--- src/rtl/vend_credit_ctrl_pkg.sv ---
// Shared types and constants for the vending credit controller.
package vend_pkg;

  typedef enum logic [1:0] {IDLE, ACCUM, DISPENSE, REFUND} state_t;

  localparam int CREDIT_W  = 4;
  localparam int COIN1_VAL = 1;
  localparam int COIN2_VAL = 2;

  typedef logic [CREDIT_W-1:0] credit_t;

  // The timer counts 0..timeout-1, so it needs clog2(timeout) bits (at least 1).
  function automatic int tmr_width(input int timeout);
    return (timeout < 2) ? 1 : $clog2(timeout);
  endfunction

  localparam int VEND_TIMEOUT_DEF = 15;
  localparam int TMR_W            = tmr_width(VEND_TIMEOUT_DEF);

endpackage

--- src/rtl/vend_credit_ctrl_if.sv ---
// Customer/dispenser-facing signal bundle of the credit controller.
interface vend_credit_ctrl_if;
  import vend_pkg::*;

  logic    coin_1;
  logic    coin_2;
  logic    select;
  logic    cancel;
  logic    disp_ack;
  credit_t credit;
  logic    disp_req;
  logic    change_pulse;
  logic    coin_reject;
  logic    vend_fault;
  logic    busy;

  modport master (
    output coin_1, coin_2, select, cancel, disp_ack,
    input  credit, disp_req, change_pulse, coin_reject, vend_fault, busy
  );

  modport slave (
    input  coin_1, coin_2, select, cancel, disp_ack,
    output credit, disp_req, change_pulse, coin_reject, vend_fault, busy
  );

endinterface

--- src/rtl/vend_credit_ctrl_timer.sv ---
// Clear/enable up-counter with a terminal-count flag; holds at terminal count.
module vend_timer #(
  parameter int LIMIT = 15,
  parameter int W     = 4
) (
  input  logic clk,
  input  logic rst_n,
  input  logic clr,
  input  logic en,
  output logic tc
);

  logic [W-1:0] count;

  assign tc = (count == W'(LIMIT - 1));

  // Count while enabled; stop at terminal count so it can never wrap.
  always_ff @(posedge clk or negedge rst_n) begin
    if (!rst_n)         count <= '0;
    else if (clr)       count <= '0;
    else if (en && !tc) count <= count + W'(1);
  end

endmodule

--- src/rtl/vend_credit_ctrl.sv ---
// Vending credit controller: coin accumulation, dispense handshake with
// timeout, and unit-by-unit change payout. All outputs are registered.
module vend_credit_ctrl
  import vend_pkg::*;
#(
  parameter int PRICE        = 6,
  parameter int MAX_CREDIT   = 8,
  parameter int VEND_TIMEOUT = 15
) (
  input logic              clk,
  input logic              rst_n,
  vend_credit_ctrl_if.slave bus
);

  localparam int TW = tmr_width(VEND_TIMEOUT);

  state_t  state_q, state_d;
  credit_t credit_q, credit_d;
  logic    disp_req_d, change_d, reject_d, fault_d, busy_d;

  logic    coin_any, coin_fits;
  credit_t coin_add, coin_sum;
  logic    cancel_acc, select_acc;
  logic    tmr_tc, tmr_en;

  // Both coins in one cycle add 3; a 4-bit sum of at most 11 cannot wrap.
  assign coin_any  = bus.coin_1 | bus.coin_2;
  assign coin_add  = (bus.coin_1 ? credit_t'(COIN1_VAL) : '0)
                   + (bus.coin_2 ? credit_t'(COIN2_VAL) : '0);
  assign coin_sum  = credit_q + coin_add;
  assign coin_fits = (coin_sum <= credit_t'(MAX_CREDIT));

  // Cancel outranks select; a select that is not accepted leaves coins alone.
  assign cancel_acc = (state_q == ACCUM) && bus.cancel;
  assign select_acc = (state_q == ACCUM) && !bus.cancel && bus.select
                    && (credit_q >= credit_t'(PRICE));

  // Timer only runs in DISPENSE; it is held at zero everywhere else so each
  // vend starts counting from 0. disp_req stays up for VEND_TIMEOUT cycles.
  assign tmr_en = (state_q == DISPENSE);

  vend_timer #(.LIMIT(VEND_TIMEOUT), .W(TW)) u_timer (
    .clk   (clk),
    .rst_n (rst_n),
    .clr   (!tmr_en),
    .en    (tmr_en),
    .tc    (tmr_tc)
  );

  // State register.
  always_ff @(posedge clk or negedge rst_n) begin
    if (!rst_n) state_q <= IDLE;
    else        state_q <= state_d;
  end

  // Next-state decode.
  always_comb begin
    state_d = state_q;
    unique case (state_q)
      IDLE:     if (coin_any && coin_fits) state_d = ACCUM;
      ACCUM: begin
        if (cancel_acc)      state_d = REFUND;
        else if (select_acc) state_d = DISPENSE;
      end
      DISPENSE: begin
        if (bus.disp_ack)    state_d = (credit_q != '0) ? REFUND : IDLE;
        else if (tmr_tc)     state_d = REFUND;
      end
      REFUND:   if (credit_q <= credit_t'(1)) state_d = IDLE;
      default:  state_d = IDLE;
    endcase
  end

  // Next values of credit and of every registered output.
  always_comb begin
    credit_d   = credit_q;
    change_d   = 1'b0;
    reject_d   = 1'b0;
    fault_d    = 1'b0;
    unique case (state_q)
      IDLE, ACCUM: begin
        if (cancel_acc || select_acc) begin
          reject_d = coin_any;
          if (select_acc) credit_d = credit_q - credit_t'(PRICE);
        end else if (coin_any) begin
          if (coin_fits) credit_d = coin_sum;
          else           reject_d = 1'b1;
        end
      end
      DISPENSE: begin
        reject_d = coin_any;
        if (!bus.disp_ack && tmr_tc) begin
          credit_d = credit_q + credit_t'(PRICE);
          fault_d  = 1'b1;
        end
      end
      REFUND: begin
        reject_d = coin_any;
        if (credit_q != '0) begin
          credit_d = credit_q - credit_t'(1);
          change_d = 1'b1;
        end
      end
      default: ;
    endcase
    disp_req_d = (state_d == DISPENSE);
    busy_d     = (state_d == DISPENSE) || (state_d == REFUND);
  end

  // Output and credit registers.
  always_ff @(posedge clk or negedge rst_n) begin
    if (!rst_n) begin
      credit_q         <= '0;
      bus.disp_req     <= 1'b0;
      bus.change_pulse <= 1'b0;
      bus.coin_reject  <= 1'b0;
      bus.vend_fault   <= 1'b0;
      bus.busy         <= 1'b0;
    end else begin
      credit_q         <= credit_d;
      bus.disp_req     <= disp_req_d;
      bus.change_pulse <= change_d;
      bus.coin_reject  <= reject_d;
      bus.vend_fault   <= fault_d;
      bus.busy         <= busy_d;
    end
  end

  assign bus.credit = credit_q;

endmodule

--- src/flat_wrapper.sv ---
// flat-port wrapper written by rule: the top's interface ports become plain ports
module vend_credit_ctrl_flat import vend_pkg::*;
#(
  parameter int PRICE        = 6,
  parameter int MAX_CREDIT   = 8,
  parameter int VEND_TIMEOUT = 15
)
  (clk, rst_n, bus_coin_1, bus_coin_2, bus_select, bus_cancel, bus_disp_ack, bus_credit, bus_disp_req, bus_change_pulse, bus_coin_reject, bus_vend_fault, bus_busy);
  vend_credit_ctrl_if bus_i ();
  input logic clk;
  input logic rst_n;
  input wire logic [$bits(bus_i.coin_1)-1:0] bus_coin_1;
  input wire logic [$bits(bus_i.coin_2)-1:0] bus_coin_2;
  input wire logic [$bits(bus_i.select)-1:0] bus_select;
  input wire logic [$bits(bus_i.cancel)-1:0] bus_cancel;
  input wire logic [$bits(bus_i.disp_ack)-1:0] bus_disp_ack;
  output wire logic [$bits(bus_i.credit)-1:0] bus_credit;
  output wire logic [$bits(bus_i.disp_req)-1:0] bus_disp_req;
  output wire logic [$bits(bus_i.change_pulse)-1:0] bus_change_pulse;
  output wire logic [$bits(bus_i.coin_reject)-1:0] bus_coin_reject;
  output wire logic [$bits(bus_i.vend_fault)-1:0] bus_vend_fault;
  output wire logic [$bits(bus_i.busy)-1:0] bus_busy;
  assign bus_i.coin_1 = bus_coin_1;
  assign bus_i.coin_2 = bus_coin_2;
  assign bus_i.select = bus_select;
  assign bus_i.cancel = bus_cancel;
  assign bus_i.disp_ack = bus_disp_ack;
  assign bus_credit = bus_i.credit;
  assign bus_disp_req = bus_i.disp_req;
  assign bus_change_pulse = bus_i.change_pulse;
  assign bus_coin_reject = bus_i.coin_reject;
  assign bus_vend_fault = bus_i.vend_fault;
  assign bus_busy = bus_i.busy;
  vend_credit_ctrl #(.PRICE(PRICE), .MAX_CREDIT(MAX_CREDIT), .VEND_TIMEOUT(VEND_TIMEOUT)) u_core (.clk(clk), .rst_n(rst_n), .bus(bus_i));
endmodule
--- config.mk ---
export PLATFORM = sky130hd
export DESIGN_NAME = vend_credit_ctrl_flat
export DESIGN_NICKNAME = d
export VERILOG_FILES = /design/src/rtl/vend_credit_ctrl_pkg.sv /design/src/rtl/vend_credit_ctrl_if.sv /design/src/rtl/vend_credit_ctrl_timer.sv /design/src/rtl/vend_credit_ctrl.sv /design/src/flat_wrapper.sv
export SDC_FILE = /design/constraint.sdc
export NUM_CORES = 1
export LEC_CHECK = 0
export CAP_MARGIN = 20
export CELL_PAD_IN_SITES_DETAIL_PLACEMENT = 1
export CELL_PAD_IN_SITES_GLOBAL_PLACEMENT = 1
export CORE_MARGIN = 5
export CORE_UTILIZATION = 40
export DETAILED_ROUTE_END_ITERATION = 8
export PLACE_DENSITY = 0.8
export SETUP_SLACK_MARGIN = 0.15
export SYNTH_ARGS = -nofsm -noshare
export SYNTH_HDL_FRONTEND = slang
export SYNTH_SLANG_ARGS = --single-unit
--- constraint.sdc ---
create_clock -name clk -period 2.7 [get_ports clk]
set_input_delay 0.405 -clock clk [delete_from_list [all_inputs] [get_ports clk]]
set_output_delay 0.405 -clock clk [all_outputs]
set_load 0.02 [all_outputs]
Yosys cells after proc, flatten, opt, wreduce, memory -nomap -nowiden
Index checks and enable logic that the tools add are counted.

$add $sub $neg: 6. Multiply operators: 0. Div/mod/pow operators: 0. $lt $le $gt $ge: 3. Eq/ne operators: 12. Shift operators: 0. Multiplexer cells: 27. Bitwise operators: 1. Reductions and logical operators: 17.

Operator list (count): $mux W4 (8); $mux W2 (8); $pmux W4 S3 (1); $add A4 B4 Y4 (2); $eq A2 B2 Y1 const B (4); $mux W1 (8); $pmux W2 S4 (1); $logic_and A1 B1 Y1 (7); $ne A2 B1 Y1 const B (3); $ne A3 B1 Y1 const B (2); $reduce_and A5 Y1 (1); $add A4 B1 Y4 const B (1); $add A4 B3 Y4 const B (1); $eq A4 B4 Y1 const B (1); $ge A4 B3 Y1 const B (1); $le A4 B1 Y1 const B (1); $le A4 B4 Y1 const B (1); $reduce_bool A4 Y1 (1); $reduce_or A2 Y1 (2); $sub A4 B1 Y4 const B (1); $sub A4 B3 Y4 const B (1); $logic_not A1 Y1 (3); $ne A3 B2 Y1 const B (1); $eq A2 B1 Y1 const B (1); other kinds (4) (5).

Register bits: 15. Bits in latches: 0. RAM bits: 0. Bits in read-only memories: 0. Output and inout port bits: 9. Word-level logic and storage cells: 74. Memories: 0.

Longest topological paths before layout
Word-level depth: 9. Depth in mapped cells: 8.

By module
Synthesis repeated with hierarchy kept, for this count alone.

Cell total of the unflattened synthesis: 128. Area, all modules: 1178.6 um2.

Modules (own cells, without submodules): vend_credit_ctrl (times used 1, cells each 104, area an instance 957.2 um2, sequential area each 250.2 um2); vend_timer (times used 1, cells each 24, area an instance 221.5 um2, sequential area each 100.1 um2).

Least setup slack after synthesis
No wires, ideal clock.

Path kind: reg-to-reg. Start: register u_core.credit_q[1], in the netlist u_core.bus.credit[1]. End: register u_core.credit_q[1], in the netlist u_core.bus.credit[1]. Setup time: 128 ps. Arrival: 2118 ps. Required time: 2572 ps. Slack: 455 ps. Cell stages (with the launch flop): 8. Path buffers: 0. Clock period less this slack: 2245 ps. Cells stage by stage: dfrtp_1 > inv_1 > fa_1 > xnor2_1 > nor2_1 > o22ai_4 > a21oi_2 > mux2_1.

Cells in the longest elaborated chain, start to end: 5.

RTL lines: from (decl) (RTL line vend_credit_ctrl.sv:18) `credit_t credit_q, credit_d;`; from (signal assigned) (RTL line vend_credit_ctrl.sv:120) `credit_q <= credit_d;`; parallel branches: the longest is 5 deep, another holds $add A4 B4 Y4.

Several ways; the timed one is not identified. The select of a mux whose other input is x is not followed. A chain may end at the register's enable or synchronous reset.

Worst setup path after layout
Start: input port bus_coin_1. End: register u_core.credit_q[1], in the netlist u_core.bus.credit[1].

Cells in the longest elaborated chain, start to end: 7.

RTL lines: from (decl) (RTL line flat_wrapper.sv:12) `input wire logic [$bits(bus_i.coin_1)-1:0] bus_coin_1;`; parallel branches: the longest is 7 deep, another holds $add A4 B4 Y4.

Several ways; the timed one is not identified. The select of a mux whose other input is x is not followed.

==> metrics.txt <==
total routed wirelength 2.862 mm; crit share post-route 90.03%; Final #Nets 161; Worst-path clk slew 90 ps; Die Wd 64.02 um; TritonRoute pass-1 iters 4; Row Count 19; Post-CTS Resized 0; Inserted Clock Buffers 3; Die Ht 64.02 um; Ys Warns 0; VDD IR max 729.5 uV; clk_lat worst skew 290 ps; Die ar. 0.004099 mm^2; Worst Path Arrival 2610 ps; DR iter-0 viols 16; Routability Congestion 0.7889; Final Cell Area 0.001385 mm^2; critical path fanouts, max 6; critical path startpoint category input pin; ys async rst share 100.0%; Distinct cells, synth 46; postcts setup bufs 0; worst path required time 2880 ps; Core ar. 0.002781 mm^2; Tot Pwr 1.661 mW; Syn Nets 141; antenna violations before repair 0; final-report max-slew violation count 0; global route overflow 0; CTS tree yes; Root Driver clkbuf_4; ys flop type dfrtp_1; Avg Cell Area, Syn 9.569 um^2; Initial Utilization 41.97%; setup_tns 0 ps; vias per cell 5.721; Setup Skew 5.435 ps; WL/cell 16.64 um; # diodes 0; crit path cell chain clkdlybuf4s50_1 -> ha_1 -> inv_1 -> fa_1 -> xnor2_1 -> nor2_1 -> o22ai_4 -> a21oi_2 -> mux2_1; Crit path largest cell delay 490 ps; final design utilization 49.80%; Slew @ Worst Pin 703.4 ps; share of cells above drive strength 1 13.48%; r2r worst-path depth 7; Placed Area 0.001359 mm^2; Post-synth EDFFs 0; Min Hold Slack 528.2 ps; RSZ-0062 raised after global routing false; number of global-route vias before repair 964; FMAX 411.4 MHz; DR vias 984; slack of the critical path 269.2 ps; max-cap violations 0; post-route ant nets 0; synthesized flop and latch total 15; dpl cells 168; Mapped Cells 122; Hold-fix buffers, CTS 0; I/O pins 16; pin count of the biggest net entering global routing 16; CP max-delay cell clkdlybuf4s50_1; Max-slew headroom 52.96%; DR DRC count 0; Fin. Hold Viols 0; H-Tree Depth 1; Worst setup EP type register; Final Non-Filler Cells 172; Cell Pwr Density 1199 mW/mm^2; crit path kind in -> reg; number of buffers on the longest clock path 2; Hold Path Class in -> async; Port Buf Inserts 15; Area Overhead vs Synth 18.65%; outcome finished clean; most frequent cells in the layout clkdlybuf4s50_1, dfrtp_1, nor2_1, ha_1; dpl ws -39.59 ps; clk sinks 15; sequential share of the synthesized area 32.15%; Post-DP HPWL 2.278 mm; cell area after synthesis 0.001167 mm^2; gr usage total 14.47%; first-pass GRT wire length 4.698 mm; setup violators final 0; Lkg Pwr 0.5789 nW; Final min period 2431 ps
[power by group]
group | leakage [nW] | internal (mW) | switching [mW]
logic | 0.381 | 0.537 | 0.571
registers | 0.183 | 0.301 | 0.119
clock network | 0.0150 | 0.0575 | 0.0751
[cell type report]
type                       instances  area, um^2
multi-input combinational         95       734.5
sequential                        15       375.4
inverter                           8       30.03
tap                               31       38.79
fill                             330        1396
timing repair buffer              19       180.2
clock buffer                       4       26.28
[worst max-delay path, delay by kind of cell]
family | cells | cell delay, ps
xor+xnor | 1 | 170
fa+ha+maj | 2 | 610
simple gates | 1 | 220
compound gates | 2 | 290
mux | 1 | 350
buf+inv | 2 | 550
[flip-flops by register name, summed over array words and instances (netlist names)]
| register | cells |
|---|---|
| u_core.bus.coin_reject | 1 |
| u_core.bus.credit | 4 |
| u_core.bus.vend_fault | 1 |
| u_core.state_q | 2 |
| u_core.bus.busy | 1 |
| u_core.bus.disp_req | 1 |
| u_core.u_timer.count | 4 |
| u_core.bus.change_pulse | 1 |
[final timing paths]
| check | to | startpoint | slack (ps) |
|---|---|---|---|
| min in group clk | u_core.u_timer.count[2] | u_core.u_timer.count[2] | 610 |
| min reg2reg | u_core.u_timer.count[2] | u_core.u_timer.count[2] | 610 |
| min | u_core.bus.coin_reject | rst_n | 530 |
| max | u_core.bus.credit[1] | bus_coin_1 | 270 |
| max reg2reg | u_core.bus.credit[1] | u_core.bus.credit[1] | 510 |
| max in group asynchronous | u_core.state_q[0] | rst_n | 1720 |
[kinds of logic (layout without fill, tap and decap cells)]
logic type / after synthesis / after routing / share of synthesized area, %
AOI/OAI and AO/OA: 40 / 40 / 27.44
xor gates and xnor gates: 6 / 6 / 4.502
adders and majority gates: 12 / 12 / 13.50
buffers and inverters: 12 / 31 / 4.930
DFF: 15 / 15 / 32.15
muxes: 3 / 3 / 2.787
and+or+nand+nor: 34 / 34 / 14.68
[layer usage]
metal,wire length (um),part of all wire [%],track usage (%)
met1,1264,44,17.30
met2,1470,51,24.87
met3,92,3.2,3.678
met4,35,1.2,5.195
met5,0,0,0
[synth_stat cells, types with 2 or more instances]
cell type,number,area share (%)
o21ai_0,3,1.3
nand3_1,2,0.86
a21oi_1,8,3.4
nor3_1,2,0.86
a211oi_1,2,1.3
nand2_1,5,1.6
o211ai_1,5,3.2
nor2b_1,2,1.1
xnor2_1,5,3.8
o21a_1,4,2.6
nor2_1,12,3.9
inv_1,8,2.6
a31o_2,2,1.5
nand2b_1,4,2.1
ha_1,11,12
a221oi_1,2,1.5
and2_1,2,1.1
dfrtp_1,15,32
(Power assumes the default switching activity.)
